`config.mk`:
```
export PLATFORM = sky130hd
export DESIGN_NAME = data_mem_uart_dumper
export DESIGN_NICKNAME = d
export VERILOG_FILES = /design/src/rtl/data_mem_uart_dumper.sv
export SDC_FILE = /design/constraint.sdc
export NUM_CORES = 1
export LEC_CHECK = 0
export CORE_AREA = 2 2 99 101
export CTS_BUF_LIST = sky130_fd_sc_hd__clkbuf_8
export DETAILED_ROUTE_END_ITERATION = 16
export DIE_AREA = 0 0 101 103
export GPL_TIMING_DRIVEN = 0
export PLACE_DENSITY = 0.59
export SLEW_MARGIN = 0
export SYNTH_ARGS = -nofsm -noshare
export SYNTH_HDL_FRONTEND = slang
export SYNTH_SLANG_ARGS = --single-unit
```
`constraint.sdc`:
```
create_clock -name clk -period 6.6 [get_ports clk]
set_clock_uncertainty 0.15 [all_clocks]
set_input_delay 1.32 -clock clk [delete_from_list [all_inputs] [get_ports clk]]
set_output_delay 1.32 -clock clk [all_outputs]
set_load 0.02 [all_outputs]
```
`src/rtl/data_mem_uart_dumper.sv`:
```
// rtl/data_mem_uart_dumper.sv - Streams a DATA_RAM word range out as UART bytes (optional DUMP_PARITY_EN adds even parity, 8E1)
module data_mem_uart_dumper #(
    parameter int DATA_MEM_WIDTH      = 12,
    parameter int DATA_MEM_ADDR_WIDTH = 12,
    parameter int CLKS_PER_BIT        = 868
) (
    input  logic                           clk,
    input  logic                           rstN,
    input  logic                           startN,
    input  logic [DATA_MEM_ADDR_WIDTH-1:0] baseAddr,
    input  logic [DATA_MEM_ADDR_WIDTH:0]   wordCount,
    input  logic [DATA_MEM_WIDTH-1:0]      memDataIn,
    output logic [DATA_MEM_ADDR_WIDTH-1:0] memAddr,
    output logic                           tx,
    output logic                           busy,
    output logic                           done
);
    localparam int NB  = (DATA_MEM_WIDTH + 7) / 8;
    localparam int WB  = NB * 8;
    localparam int CW  = (CLKS_PER_BIT > 1) ? $clog2(CLKS_PER_BIT) : 1;
    localparam int BIW = (NB > 1) ? $clog2(NB) : 1;
    localparam int AW  = DATA_MEM_ADDR_WIDTH;

    localparam logic [CW-1:0]  BAUD_LAST = CW'(CLKS_PER_BIT - 1);
    localparam logic [BIW-1:0] BYTE_LAST = BIW'(NB - 1);
    localparam logic [AW:0]    ONE_WORD  = (AW+1)'(1);

    typedef enum logic [3:0] {
        IDLE,
        ADDR,
        WAIT,
        LOAD,
        START,
        DATA,
`ifdef DUMP_PARITY_EN
        PARITY,
`endif
        STOP,
        DONE
    } state_t;

    state_t          state_q;
    logic [AW-1:0]   addr_q;
    logic [AW:0]     rem_q;
    logic [WB-1:0]   word_q;
    logic [7:0]      shift_q;
    logic [CW-1:0]   baud_q;
    logic [2:0]      bit_q;
    logic [BIW-1:0]  byte_q;
    logic            tx_q;
    logic            busy_q;
    logic            done_q;
`ifdef DUMP_PARITY_EN
    logic            parity_q;
`endif

    logic baud_end;
    assign baud_end = (baud_q == BAUD_LAST);

    always_ff @(posedge clk) begin
        if (!rstN) begin
            state_q  <= IDLE;
            addr_q   <= '0;
            rem_q    <= '0;
            word_q   <= '0;
            shift_q  <= '0;
            baud_q   <= '0;
            bit_q    <= '0;
            byte_q   <= '0;
            tx_q     <= 1'b1;
            busy_q   <= 1'b0;
            done_q   <= 1'b0;
`ifdef DUMP_PARITY_EN
            parity_q <= 1'b0;
`endif
        end else begin
            case (state_q)
                IDLE, DONE: begin
                    if (!startN) begin
                        rem_q <= wordCount;
                        if (wordCount == '0) begin
                            state_q <= DONE;
                            busy_q  <= 1'b0;
                            done_q  <= 1'b1;
                        end else begin
                            addr_q  <= baseAddr;
                            state_q <= ADDR;
                            busy_q  <= 1'b1;
                            done_q  <= 1'b0;
                        end
                    end
                end
                ADDR: state_q <= WAIT;
                WAIT: begin
                    word_q  <= WB'(memDataIn);
                    state_q <= LOAD;
                end
                LOAD: begin
                    // Low byte goes out first; word_q keeps the bytes still pending.
                    byte_q   <= '0;
                    shift_q  <= word_q[7:0];
                    word_q   <= word_q >> 8;
`ifdef DUMP_PARITY_EN
                    parity_q <= ^word_q[7:0];
`endif
                    tx_q     <= 1'b0;
                    baud_q   <= '0;
                    state_q  <= START;
                end
                START: begin
                    if (baud_end) begin
                        tx_q    <= shift_q[0];
                        shift_q <= shift_q >> 1;
                        bit_q   <= '0;
                        baud_q  <= '0;
                        state_q <= DATA;
                    end else begin
                        baud_q <= baud_q + 1'b1;
                    end
                end
                DATA: begin
                    if (baud_end) begin
                        baud_q <= '0;
                        if (bit_q == 3'd7) begin
`ifdef DUMP_PARITY_EN
                            tx_q    <= parity_q;
                            state_q <= PARITY;
`else
                            tx_q    <= 1'b1;
                            state_q <= STOP;
`endif
                        end else begin
                            tx_q    <= shift_q[0];
                            shift_q <= shift_q >> 1;
                            bit_q   <= bit_q + 1'b1;
                        end
                    end else begin
                        baud_q <= baud_q + 1'b1;
                    end
                end
`ifdef DUMP_PARITY_EN
                PARITY: begin
                    if (baud_end) begin
                        tx_q    <= 1'b1;
                        baud_q  <= '0;
                        state_q <= STOP;
                    end else begin
                        baud_q <= baud_q + 1'b1;
                    end
                end
`endif
                STOP: begin
                    if (baud_end) begin
                        baud_q <= '0;
                        if (byte_q != BYTE_LAST) begin
                            byte_q   <= byte_q + 1'b1;
                            shift_q  <= word_q[7:0];
                            word_q   <= word_q >> 8;
`ifdef DUMP_PARITY_EN
                            parity_q <= ^word_q[7:0];
`endif
                            tx_q     <= 1'b0;
                            state_q  <= START;
                        end else if (rem_q > ONE_WORD) begin
                            // Address wraps modulo the RAM size by natural overflow.
                            rem_q   <= rem_q - 1'b1;
                            addr_q  <= addr_q + 1'b1;
                            state_q <= ADDR;
                        end else begin
                            rem_q   <= '0;
                            busy_q  <= 1'b0;
                            done_q  <= 1'b1;
                            state_q <= DONE;
                        end
                    end else begin
                        baud_q <= baud_q + 1'b1;
                    end
                end
                default: state_q <= IDLE;
            endcase
        end
    end

    assign memAddr = addr_q;
    assign tx      = tx_q;
    assign busy    = busy_q;
    assign done    = done_q;
endmodule

```
After elaboration in Yosys (flattened, before gate mapping)
Index checks and enable logic that the tools add are counted.
{"block": "word_totals", "inputBits": 40, "out_inout_bits": 15, "register_bits": 70}
{"block": "op_classes", "mux": 56, "addsub": 5, "magnitude_cmp": 1, "eq_ne": 20, "n_reduce_logical": 19}
{"operator": "two-way mux 12 bit", "n": 5}
{"operator": "two-way mux 13 bit", "n": 4}
{"operator": "case mux 16 bit (3 select lines)", "n": 1}
{"operator": "two-way mux 8 bit", "n": 5}
{"operator": "two-way mux 16 bit", "n": 2}
{"operator": "case mux 8 bit (4 select lines)", "n": 1}
{"operator": "case mux 4 bit (7 select lines)", "n": 1}
{"operator": "case mux 13 bit (2 select lines)", "n": 1}
{"operator": "case mux 12 bit (2 select lines)", "n": 1}
{"operator": "inequality test 2 bit, second input constant", "n": 11}
{"operator": "two-way mux 4 bit", "n": 5}
{"operator": "case mux 10 bit (2 select lines)", "n": 1}
{"operator": "two-way mux 3 bit", "n": 6}
{"operator": "two-way mux 1 bit", "n": 17}
{"operator": "== test 4 x 3 -> 1 bit, second input constant", "n": 4}
{"operator": "AND reduction 5 bit", "n": 3}
{"operator": "> comparator 13 x 1 -> 1 bit, second input constant", "n": 1}
{"operator": "zero test 13 bit", "n": 1}
{"operator": "subtractor 13 x 1 -> 13 bit, second input constant", "n": 1}
{"operator": "adder 12 x 1 -> 12 bit, second input constant", "n": 1}
{"operator": "AND reduction 6 bit", "n": 2}
{"operator": "adder 10 x 1 -> 10 bit, second input constant", "n": 1}
{"operator": "== test 10 bit, second input constant", "n": 1}
{"operator": "two-way mux 10 bit", "n": 1}
{"operator": "other kinds (17)", "n": 24}

Longest topological paths before layout
Gate-level depths: netlist of the first run.
{"block": "logic_depth", "word_depth": 5, "ltp_mapped": 9}

Worst setup path before layout of the first run
No wires, ideal clock.
{"block": "synth_path", "path_kind": "in2reg", "startpoint": "in wordCount[0]", "endpoint": "reg addr_q[11] (netlist: memAddr[11])", "setup_ns": 0.092, "required_ns": 6.358, "path_stages": 7, "arrival_ns": 2.571, "n_path_buf": 1, "setup_slack_ns": 3.786, "path_cell_list": "nor4_1 -> nand4_1 -> o21ai_0 -> a211o_1 -> buf_2 -> a21oi_1 -> o32ai_1"}
{"block": "synth_via", "elab_chain_cells": 3}
{"item": "start, declared", "line_no": "11", "rtl": "input logic [DATA_MEM_ADDR_WIDTH:0] wordCount,"}
{"item": "zero test 13 bit", "line_no": "81", "rtl": "if (wordCount == '0) begin"}
{"item": "inequality test 2 bit (no source line)"}
{"item": "AND reduction 6 bit (no source line)"}
{"item": "end signal, assigned", "line_no": "86", "rtl": "addr_q <= baseAddr;"}
{"item": "end signal, assigned", "line_no": "167", "rtl": "addr_q <= addr_q + 1'b1;"}
{"item": "end, declared", "line_no": "43", "rtl": "logic [AW-1:0] addr_q;"}
Every way passes these cells.
A chain may end at the register's enable or synchronous reset.

Worst setup path in the final report of the first run
{"block": "layout_path", "startpoint": "in wordCount[0]", "endpoint": "reg addr_q[10] (netlist: memAddr[10])"}
The elaborated chain is that of the path after synthesis.

==> results.rst, run 1 <==
.. list-table::
   :header-rows: 1

   * - Metric
     - Value
   * - Outcome
     - finished clean
   * - Post-synth top area share
     - 35.7%
   * - P per Cell Area
     - 447 nW/µm²
   * - Global placer's final weighted congestion
     - between 0.8 and 0.9
   * - Yosys reg bits
     - 65
   * - Critical path fanouts, max
     - 10
   * - Number of DRC markers in iteration 0
     - 262
   * - Antenna diode count
     - 0
   * - Clock network fraction of design power
     - about 16%
   * - Final worst-path cycle share
     - 55.3%
   * - Post-route ant nets
     - 0
   * - First-pass iteration count of the detailed router
     - 5
   * - First-pass GRT wire length
     - around 16000 µm
   * - Primary FF master, synth
     - sky130_fd_sc_hd__dfxtp_1
   * - Dpl hpwl
     - 7010 µm
   * - Routed length on met2
     - between 4000 and 5000 µm
   * - Drt via density
     - 5.61
   * - Most frequent cells in the layout
     - sky130_fd_sc_hd__dfxtp_1, sky130_fd_sc_hd__nand2_1, sky130_fd_sc_hd__nor2_1, sky130_fd_sc_hd__clkdlybuf4s50_1, sky130_fd_sc_hd__a21oi_1
   * - Placement row count
     - 36
   * - Main area contributors after synthesis
     - sky130_fd_sc_hd__dfxtp_1, sky130_fd_sc_hd__a21oi_1, sky130_fd_sc_hd__nand2_1, sky130_fd_sc_hd__nor2_1, sky130_fd_sc_hd__mux2i_1
   * - Count of unresolved DRC violations after routing
     - 0
   * - Vias in the first global route
     - 3245
   * - Post-synthesis cell area
     - roughly 3600 µm²
   * - Switching Share
     - 45.4%
   * - Pin count of the biggest net entering global routing
     - 11
   * - Number of buffers between clock root and the deepest sink
     - 2
   * - P&R area growth vs syn
     - 23.3%
   * - Met3 layer wire length in the routed design
     - between 500 and 600 µm
   * - Overall routing resource usage
     - 19.0%
   * - Hold WC Path Type
     - register to register
   * - Total routed wire length on the met1 layer
     - 4640 µm
   * - Die height
     - 103 µm
   * - Count of mapped cells out of synthesis
     - approximately 460
   * - Hold Fails Final Rpt
     - 0
   * - Antenna violations before repair
     - 0
   * - Worst-path cell with the longest stage delay
     - sky130_fd_sc_hd__nor4_1
   * - CTS tree
     - done
   * - Clk sink count
     - 65
   * - Post-synth net total
     - 507
   * - Floorplan die width
     - just over 100 µm
   * - Number of hold buffers added after CTS
     - 0
   * - Number of enable-type register cells in the synthesized netlist
     - 0
   * - Number of warning messages in the yosys log
     - 0
   * - H-tree Lvls
     - 3
   * - Max Transition Viols Final
     - 0
   * - Cell leakage power
     - about 1.6 nW
   * - DR WL/cell
     - 15.3 µm
   * - Internal power of the cells
     - 0.00110 W
   * - Setup TNS
     - 0 ns
   * - Clock input transition at the sequential cells of the worst setup and hold paths
     - 0.07 ns
   * - Die area
     - 10400 µm²
   * - Rel. slew slack
     - roughly half
   * - Dpl cells
     - 628
   * - Synth area leader
     - sky130_fd_sc_hd__dfxtp_1
   * - Top metal layer carrying routed signals
     - met4
   * - Final global-route overflow total
     - 0
   * - Routed wire length
     - around 9800 µm
   * - Share of total power in combinational logic
     - roughly 54%
   * - Switching power
     - a little over 0.0009 W
   * - Critical path data required time
     - 6.70 ns
   * - Total core area
     - 9460 µm²
   * - Worst Tran Pin Value
     - approximately 0.74 ns
   * - Share of synthesized flip-flops with an asynchronous set or reset
     - 0%
   * - Kind of capture point of the worst setup path
     - register
   * - Category of the critical setup timing path
     - input pin to register
   * - Worst path cell trace
     - clkdlybuf4s50_1 > nor4_1 > nand4_1 > o21ai_0 > a211o_1 > buf_2 > a21oi_1 > o32ai_1
   * - Peak supply drop
     - 138 µV
   * - Slowest Stage Delay on Critical Path
     - around 0.5 ns
   * - Skew-Pair Late Insertion Delay
     - around 0.34 ns
   * - Num ports
     - 55
   * - Sequential-to-total area share from yosys stat
     - 35.7%
   * - Num CTS Buffers
     - 9
   * - Highest clock rate
     - 0.274 GHz
   * - Most frequent standard cell in the layout excluding fill and tap cells
     - sky130_fd_sc_hd__dfxtp_1
   * - Finished Layout Cells
     - 643
   * - Root Buffer Master
     - sky130_fd_sc_hd__clkbuf_8
   * - Synth cell types
     - 63
   * - CP arrival
     - 3.75 ns
   * - Worst Setup Start Kind
     - input pin
   * - Maximum Capacitance Violations
     - 0
   * - Number of endpoints failing setup at the final stage
     - 0
   * - Period minus WS final
     - between 3 and 4 ns
   * - Post-cts resize count
     - 0
   * - Post-layout nets
     - between 500 and 600
   * - Setup repair after global routing missed its margin
     - no
   * - Effective utilization at floorplan
     - around two fifths
   * - Number of inserted filler cells in the final layout
     - about 950
   * - Setup fix buffers added after clock tree synthesis
     - 0
   * - Via count
     - 3605
   * - Fraction of final layout cells sized beyond drive strength 1
     - 8.51%
   * - Reg power frac
     - 30.1%
   * - Synthesized area per cell
     - 7.91 µm²
   * - Number of I/O port buffers
     - 53
## worst max-delay path, delay by kind of cell
family	cells	cell delay, ns
compound gates	4	0.82
buf+inv	2	0.71
simple gates	2	0.89
## cell families after synthesis
group / share of synthesized area, %
multiplexers: 3.29
XOR/XNOR: 1.20
adder cells (fa/ha/maj): 2.06
buffers and inverters: 4.70
flip-flops: 35.7
AND/OR/NAND/NOR: 25.3
AO/OA/AOI/OAI: 27.8
## power by group through the flow
stage / logic, W / registers (W) / clock network, W
floorplan: 0.000752 / 0.000639 / 0
global placement: 0.00106 / 0.000612 / 0
detailed placement: 0.00108 / 0.000613 / 0
CTS: 0.00108 / 0.000605 / 0.000331
global route: 0.00120 / 0.000622 / 0.000350
finish: 0.00109 / 0.000606 / 0.000319
## state kept, by name, summed over array words and instances, names as in the netlist
name     count
baud_q      10
word_q      12
state_q      3
rem_q       13
bit_q        3
memAddr     12
done         1
tx           1
shift_q      8
busy         1
byte_q       1
## synth_stat cells (6+ instances only)
master / n
sky130_fd_sc_hd__a211oi_1: 12
sky130_fd_sc_hd__a21oi_1: 51
sky130_fd_sc_hd__clkbuf_1: 22
sky130_fd_sc_hd__dfxtp_1: 65
sky130_fd_sc_hd__ha_1: 6
sky130_fd_sc_hd__inv_1: 8
sky130_fd_sc_hd__mux2i_1: 12
sky130_fd_sc_hd__nand2_1: 55
sky130_fd_sc_hd__nand3_1: 22
sky130_fd_sc_hd__nor2_1: 53
sky130_fd_sc_hd__nor3_1: 15
sky130_fd_sc_hd__nor3b_1: 6
sky130_fd_sc_hd__nor4_1: 6
sky130_fd_sc_hd__o21ai_0: 18
## routing by layer
layer | vias to the layer above | track usage, %
met5 | - | 0
met4 | 0 | 4.47
met2 | 115 | 32.4
met3 | 9 | 4.07
met1 | 1664 | 24.8
li1 | 1817 | -
## through the flow
step | total power (W) | util (%) | hold slack [ns] | setup slack, ns | instance area (µm²)
after detailed placement | 0.00169 | 45.7 | 0.293 | 2.61 | 4320
after global placement | 0.00168 | 45.7 | 0.288 | 2.62 | 4320
after CTS | 0.00202 | 47.6 | 0.303 | 2.97 | 4500
after floorplan | 0.00139 | - | 0.277 | 3.79 | 3650
final | 0.00201 | 47.6 | 0.301 | 2.95 | 4500
after global routing | 0.00217 | 47.6 | 0.319 | 2.78 | 4500
## worst paths after layout
path | startpoint | to | slack [ns] | cells past startpoint
hold reg to reg | word_q[9]$_SDFFE_PN0P_ | word_q[9]$_SDFFE_PN0P_ | 0.30 | 2
hold / removal | word_q[9]$_SDFFE_PN0P_ | word_q[9]$_SDFFE_PN0P_ | 0.30 | 2
setup / recovery | wordCount[0] | memAddr[10]$_SDFFE_PN0P_ | 2.95 | 8
setup reg to reg | rem_q[1]$_SDFFE_PN0P_ | memAddr[2]$_SDFFE_PN0P_ | 3.98 | 8
## layout make-up
type	count	area, µm²	area share [%]
Sequential cell	65	1300	28.9
Clock buffer	9	124	2.75
Buffer	32	141	3.14
Clock inverter	6	53.8	1.20
Inverter	8	30.0	0.667
Multi-Input combinational cell	356	2180	48.4
Tap cell	114	143	3.17
Timing Repair Buffer	53	531	11.8
No activity file was read; power rests on OpenSTA's default activity.
==> run 2, diff against run 1 <==
==> constraint.sdc (replaced) <==
create_clock -name clk -period 3.7 [get_ports clk]
set_clock_uncertainty 0.15 [all_clocks]
set_input_delay 0.74 -clock clk [delete_from_list [all_inputs] [get_ports clk]]
set_output_delay 0.74 -clock clk [all_outputs]
set_load 0.02 [all_outputs]
==> results of run 2 <==
Same layout as run 1 (identical final DEF). Status: finished clean.
Main changes from that run: setup slack after placement 2.61 ns -> 0.294 ns; setup slack after layout 2.95 ns -> 0.630 ns; register-to-register setup slack 3.98 ns -> 1.08 ns; total power 0.00201 W -> 0.00359 W; worst IR drop on VDD 138 µV -> 247 µV
==> run 3, diff against run 2 <==
==> constraint.sdc (replaced) <==
create_clock -name clk -period 3.2 [get_ports clk]
set_clock_uncertainty 0.15 [all_clocks]
set_input_delay 0.64 -clock clk [delete_from_list [all_inputs] [get_ports clk]]
set_output_delay 0.64 -clock clk [all_outputs]
set_load 0.02 [all_outputs]
==> results of run 3 <==
Same layout as run 1 (identical final DEF). Status: finished clean.
Main changes from that run: setup slack after placement 2.61 ns -> -0.106 ns; setup slack after layout 2.95 ns -> 0.230 ns; register-to-register setup slack 3.98 ns -> 0.58 ns; total power 0.00201 W -> 0.00415 W; worst IR drop on VDD 138 µV -> 285 µV
